===== src/rtl/cayde_regfile_sb.sv =====
// Register file with XLEN-wide, NREGS-deep storage, 2 read ports and 1 write port.
// It has a write-to-read bypass, a per-register busy scoreboard and a post-reset init sweep.
// Defining CAYDE_RF_HAZARD_CNT_EN adds hazard_cnt_out, a saturating count of stalled reservations.
module cayde_regfile_sb #(
  parameter int XLEN  = 32,
  parameter int NREGS = 32,
  parameter int AW    = 5
) (
  input  logic            clk,
  input  logic            rst,
  input  logic [AW-1:0]   raddr_in1,
  input  logic [AW-1:0]   raddr_in2,
  output logic [XLEN-1:0] rdata_out1,
  output logic [XLEN-1:0] rdata_out2,
  output logic            rbusy_out1,
  output logic            rbusy_out2,
  input  logic            rsv_valid_in,
  input  logic [AW-1:0]   rsv_addr_in,
  output logic            rsv_ready_out,
  input  logic            wen_in,
  input  logic [AW-1:0]   waddr_in,
  input  logic [XLEN-1:0] wdata_in,
  output logic            ready_out
`ifdef CAYDE_RF_HAZARD_CNT_EN
  ,
  output logic [31:0]     hazard_cnt_out
`endif
);

  typedef enum logic {INIT, RUN} state_e;

  localparam logic [AW-1:0] LastIdx = AW'(NREGS - 1);

  state_e          state_q, state_d;
  logic [AW-1:0]   sweepIdx_q, sweepIdx_d;
  logic [NREGS-1:0] busy_q, busy_d;
  logic [XLEN-1:0] regs_q [NREGS];

  logic running;
  logic writeLive;
  logic rsvAccept;

  // Outputs are forced idle while rst is high, even before the reset edge.
  assign running   = (state_q == RUN) && !rst;
  assign writeLive = running && wen_in && (waddr_in != '0);
  assign rsvAccept = rsv_valid_in && rsv_ready_out;

  always_ff @(posedge clk) begin
    if (rst) begin
      state_q    <= INIT;
      sweepIdx_q <= '0;
    end else begin
      state_q    <= state_d;
      sweepIdx_q <= sweepIdx_d;
    end
  end

  always_comb begin
    state_d    = state_q;
    sweepIdx_d = sweepIdx_q;
    if (state_q == INIT) begin
      if (sweepIdx_q == LastIdx) begin
        state_d    = RUN;
        sweepIdx_d = '0;
      end else begin
        sweepIdx_d = sweepIdx_q + 1'b1;
      end
    end
  end

  always_comb begin
    ready_out     = running;
    rsv_ready_out = running && (!busy_q[rsv_addr_in] || (wen_in && waddr_in == rsv_addr_in));
    rdata_out1    = '0;
    rdata_out2    = '0;
    rbusy_out1    = 1'b0;
    rbusy_out2    = 1'b0;
    if (running) begin
      if (raddr_in1 != '0) begin
        rdata_out1 = (wen_in && waddr_in == raddr_in1) ? wdata_in : regs_q[raddr_in1];
      end
      if (raddr_in2 != '0) begin
        rdata_out2 = (wen_in && waddr_in == raddr_in2) ? wdata_in : regs_q[raddr_in2];
      end
      rbusy_out1 = busy_q[raddr_in1] && !(wen_in && waddr_in == raddr_in1);
      rbusy_out2 = busy_q[raddr_in2] && !(wen_in && waddr_in == raddr_in2);
    end
  end

  // The write clears busy first so that a same-address reservation in the same cycle wins.
  always_comb begin
    busy_d = busy_q;
    if (writeLive) begin
      busy_d[waddr_in] = 1'b0;
    end
    if (running && rsvAccept && rsv_addr_in != '0) begin
      busy_d[rsv_addr_in] = 1'b1;
    end
    busy_d[0] = 1'b0;
  end

  always_ff @(posedge clk) begin
    if (rst) begin
      busy_q <= '0;
    end else begin
      busy_q <= busy_d;
    end
  end

  // Storage has no reset and behaves like a RAM; the sweep clears it one entry per cycle.
  always_ff @(posedge clk) begin
    if (!rst) begin
      if (state_q == INIT) begin
        regs_q[sweepIdx_q] <= '0;
      end else if (writeLive) begin
        regs_q[waddr_in] <= wdata_in;
      end
    end
  end

`ifdef CAYDE_RF_HAZARD_CNT_EN
  logic [31:0] hazardCnt_q;

  always_ff @(posedge clk) begin
    if (rst) begin
      hazardCnt_q <= '0;
    end else if (running && rsv_valid_in && !rsv_ready_out && hazardCnt_q != 32'hFFFF_FFFF) begin
      hazardCnt_q <= hazardCnt_q + 32'd1;
    end
  end

  assign hazard_cnt_out = hazardCnt_q;
`endif

endmodule


===== config.mk =====
export PLATFORM = sky130hd
export DESIGN_NAME = cayde_regfile_sb
export DESIGN_NICKNAME = d
export VERILOG_FILES = /design/src/rtl/cayde_regfile_sb.sv
export SDC_FILE = /design/constraint.sdc
export NUM_CORES = 2
export LEC_CHECK = 0
export ABC_AREA = 0
export CORE_UTILIZATION = 60
export DETAILED_ROUTE_END_ITERATION = 8
export PLACE_DENSITY = 0.78
export SYNTH_ARGS = -nofsm -noshare
export SYNTH_HDL_FRONTEND = slang
export SYNTH_SLANG_ARGS = --single-unit

===== constraint.sdc =====
create_clock -name clk -period 9.5 [get_ports clk]
set_input_delay 1.425 -clock clk [delete_from_list [all_inputs] [get_ports clk]]
set_output_delay 1.425 -clock clk [all_outputs]
set_load 0.01 [all_outputs]

# --- Word level (Yosys, flattened, before mapping) ---
# Memory sizes are Yosys's and may differ from the RTL's.
# Index checks and enable logic that the tools add are counted.
classes:
  muxes: 33
  order_cmp: 6
  n_eq_ne: 4
  n_addsub: 1
  n_bitwise: 3
  n_reduce_logical: 24
ops:
  columns: ["op", "count"]
  rows:
  - ["32-bit 2-to-1 mux", 9]
  - ["32-bit bitwise AND", 1]
  - ["32-bit inverter", 1]
  - ["32-bit bitwise OR", 1]
  - ["32-bit OR reduction", 1]
  - ["5-bit by 6-bit < comparator with 1-bit output, second input constant", 4]
  - ["5-bit nonzero test", 4]
  - ["1-bit 2-to-1 mux", 17]
  - ["1-bit binary-select mux with 5-bit select", 3]
  - ["5-bit equality test", 3]
  - ["1-bit logical AND", 14]
  - ["1-bit demux with 5-bit select", 2]
  - ["5-bit by 1-bit >= comparator with 1-bit output, second input constant", 2]
  - ["5-bit 2-to-1 mux", 2]
  - ["5-bit by 1-bit adder with 5-bit output, second input constant", 1]
  - ["5-bit equality test, second input constant", 1]
  - ["1-bit logical NOT", 4]
  - ["1-bit logical OR", 1]
word_totals:
  out_inout_bits: 68
  ram_bits: 1024
  reg_bits: 38
  mem_count: 1
mem_list:
  columns: ["name", "words", "width", "read_ports", "rd_ports_with_merged_regs", "wr", "line_no", "source"]
  rows:
  - ["regs_q", 32, 32, 2, 0, 1, "37", "logic [XLEN-1:0] regs_q [NREGS];"]

# --- Longest topological paths before layout ---
logic_depth:
  depth_word: 10
  ltp_mapped: 10
  depth_no_buf: 6

# --- Least setup slack after synthesis ---
# Ideal clock, no wire load.
synth_timing:
  kind: "input to output"
  startpoint: "input raddr_in2[0]"
  endpoint: "output rdata_out2[30]"
  cell_stages: 9
  path_slack_ns: 4.761
  n_path_buf: 5
  t_arrival_ns: 3.314
  path_cell_list: "buf_2 -> buf_6 -> buf_6 -> buf_6 -> buf_2 -> mux4_2 -> a22oi_1 -> a21oi_1 -> a211o_1"
synth_via:
  elab_chain_len: 5
  word_cells_on_any_way: 7
  cone_classes: "1 x eq/ne; 3 x mux; 2 x reduce/logical; 1 x memory"
synth_lines:
  columns: ["element", "line_no", "source"]
  rows:
  - ["start, declared", "12", "input logic [AW-1:0] raddr_in2,"]
  - ["parallel branches: the longest is 3 deep, another holds memory read 32 x 32 bit", null, null]
  - ["32-bit 2-to-1 mux *", "82", "if (raddr_in2 != '0) begin"]
  - ["32-bit 2-to-1 mux *", "78", "if (running) begin"]
  - ["end, declared", "14", "output logic [XLEN-1:0] rdata_out2,"]
# Every way passes the cells marked *.

# --- Final worst setup path ---
layout_timing:
  startpoint: "input waddr_in[0]"
  endpoint: "output rdata_out2[1]"
layout_via:
  elab_chain_len: 5
layout_lines:
  columns: ["element", "line_no", "source"]
  rows:
  - ["start, declared", "21", "input logic [AW-1:0] waddr_in,"]
  - ["5-bit equality test", "83", "rdata_out2 = (wen_in && waddr_in == raddr_in2) ? wdata_in : regs_q[raddr_in2];"]
  - ["1-bit logical AND", "83", null]
  - ["32-bit 2-to-1 mux", "83", null]
  - ["32-bit 2-to-1 mux", "82", null]
  - ["32-bit 2-to-1 mux", "78", null]
# Every way passes these cells.

==> results.cfg <==
[global_route]
grtUsageTotal_pct = 36.7
grt_max_degree = 123
antenna_found_initial = 5
grt_pass1_vias = 31400
grt_pass1_wl_mm = 220
grt_overflow = 0

[sta]
fin_crit_sh_pct = 73.5
fmax_mhz = 143
maxSlewViolCount = 0
fin_worst_skew_ns = 0.0221
period_needed_ns = 6.98
fin_setup_tns_ns = 0
setup-violations-final = 0
hold_viol = 0
rsz0062_at_grt = no
worst-slew-pin-transition_ns = 1.27
relSlewSlack_pct = 15.4

[final_layout]
final_nets = 2765
postLayoutCoreUtil_pct = 68.1
area_delta_synth_final_pct = 11.8
drive_above_1_share_pct = 31.1

[route]
firstDrtPassIters = 6
avgViaCountPerCell = 8.01
route.vias.total = 31000
wl_per_cell_um = 39.8
first_iter_violations = 5108
drc = 0
wirelength_mm = 154
ant_nets = 0

[floorplanning]
coreArea_mm2 = 0.0826
die-area_mm2 = 0.0851
rows = 105
ios = 124
floorplan.initialDensity_pct = 61.0
die_y_um = 292
die_x_um = 292

[clocking]
cts_hold_buf = 0
clk_pin_slew_ns = 0.06
cts_buffer_depth = 3
clk_latency_ns = 0.68
cts_setup_buffers = 0
clock-root-buffer = clkbuf_16
clock-sinks = 1061
cts_resized = 0
cts_buffers = 108
h-tree-depth = 3
cts_tree = yes

[placed_design]
detailed_place_hpwl_mm = 81.7
portBuffers = 123
gp_congestion = 0.918

[synthesis]
seq_area_frac_synth_pct = 62.5
synth_area_mm2 = 0.0504
yosys-top-cells-area = edfxtp_1, mux4_2, a22oi_1
synth_top_area_share_pct = 61.0
synth_edf_count = 1024
synth_seq_cells = 1061
synth.largest_area_cell = edfxtp_1
syn_nets = 2672
synth_area_per_cell_um2 = 19.3
async_flop_share_pct = 0
yosysUniqueCellTypes = 52
yosysWarnings = 0
synthCells = 2614
ys.flop_type = edfxtp_1

[pwr]
switchingPower_mw = 2.19
cellPowerDensity_mw_per_mm2 = 176
leakagePower_nw = 19.5
p_comb_share_pct = 6.0
p_int_mw = 7.73
ir_drop_mv = 0.151
power_frac_seq_pct = 51.4
power_frac_clock_pct = 42.6
switching_share_pct = 22.1

[status]
status = completed

[worst_setup_path]
required_ns = 8.08
worstPathMaxFanout = 22
crit_path_end_kind = output pin
r2r_setup_slack_ns = 4.76
crit_arrival_ns = 5.56
startpoint_type = input port
critPathKind = in -> out

[min_path]
hold_class = reg -> reg

[job]
drv_cap = 0
-- worst paths after layout --
path | endpoint | start | cells after the start
setup / recovery | rdata_out2[1] | waddr_in[0] | 7
hold / removal | busy_q[30] | busy_q[30] | 2
setup reg to reg | regs_q[20][10] | state_q | 7
hold reg to reg | busy_q[30] | busy_q[30] | 2
-- cells in the final DEF, fill, tap and decap left out, types with 10 or more instances in the layout --
cell / Yosys / final
clkinv_1: 0 / 21
o211ai_1: 26 / 26
bufinv_16: 0 / 10
nor3_1: 31 / 31
a21oi_1: 53 / 50
o22ai_1: 20 / 20
nor2_4: 0 / 36
mux2i_1: 20 / 20
clkdlybuf4s50_1: 0 / 115
clkbuf_16: 0 / 108
dfxtp_1: 37 / 37
edfxtp_1: 1024 / 1024
mux4_2: 577 / 577
buf_4: 23 / 71
clkinv_2: 0 / 20
and2_1: 36 / 34
o311ai_1: 14 / 14
a22oi_1: 168 / 168
clkbuf_1: 121 / 19
o21ai_1: 13 / 12
nor2b_1: 54 / 50
nand2_1: 85 / 85
nor2_1: 77 / 41
nand3_1: 18 / 18
xnor2_1: 14 / 14
a211o_1: 45 / 45
-- synth_stat cells, drive strengths merged, types with 4 or more instances --
cell    number
or2          4
xnor2       14
nand3       18
nand4        7
a21boi       4
o211ai      26
a22oi      168
dfxtp       37
buf         95
inv          6
clkbuf     121
a32oi        7
o311ai      14
nand3b       4
nor4         4
nor4b        5
o31ai        4
o21ai       15
nor3        31
mux2i       20
edfxtp    1024
mux4       577
nand4b       4
a21oi       53
nand2b       7
nand2       85
o22ai       20
nor2        77
nor2b       54
and2        36
a211o       45
-- per-stage QoR --
step	setup slack, ns	hold WS, ns	power [mW]	cell area [um2]	cells
4_1_cts	2.76	0.523	9.91	56300	3864
6_report	2.52	0.524	9.92	56300	3866
3_3_place_gp	2.85	0.506	5.76	52800	3667
5_1_grt	2.47	0.572	10.1	56300	3865
2_1_floorplan	4.76	0.467	5.59	50400	2614
3_5_place_dp	2.78	0.515	5.77	52800	3667
-- layout make-up --
cell class              count  area, um2
diodes                      2       5.00
flip-flops and latches   1061      31500
fillers                  4973      26300
inverters                   6       22.5
repair buffers            199       1880
multi-input cells        1331      18100
clock inverters            64        606
well taps                1070       1340
clock buffers             133       2860
-- metal layers --
metal / vias up / track usage (%) / part of all wire [%]
met2: 2856 / 56.0 / 47
met4: 6 / 17.9 / 5.4
met1: 16000 / 48.9 / 33
li1: 11600 / - / -
met3: 541 / 10.8 / 15
met5: - / 1.13 / 0.10
-- worst max-delay path, stage by stage --
cell and delay [ns]:
clkdlybuf4s50_1 0.69, xnor2_1 0.33, and4_1 0.26, nand3_1 0.61
nor2_4 1.23, a211o_1 0.40, clkdlybuf4s50_1 0.59
-- registers in the layout, summed over array words and instances (netlist names) --
register	cells
regs_q	1024
state_q	1
sweepIdx_q	5
busy_q	31
-- power groups by stage --
stage	clock [mW]	sequential, mW	combinational (mW)
after CTS	4.23	5.09	0.585
after detailed placement	0	5.19	0.581
final	4.23	5.10	0.592
after global routing	4.40	5.09	0.612
after global placement	0	5.19	0.576
after floorplan	0	5.19	0.398
-- cell families (layout without fill, tap and decap cells) --
logic type	Yosys count	count (layout)	share of synthesized area, %
simple gates	346	346	3.46
flops	1061	1061	62.5
buf+inv	222	402	2.18
fa+ha+maj	2	2	0.0497
xor+xnor	15	15	0.261
other cells	0	2	0
compound gates	371	371	5.34
mux	597	597	26.2
Note: power is estimated with default switching activity, not from simulation.
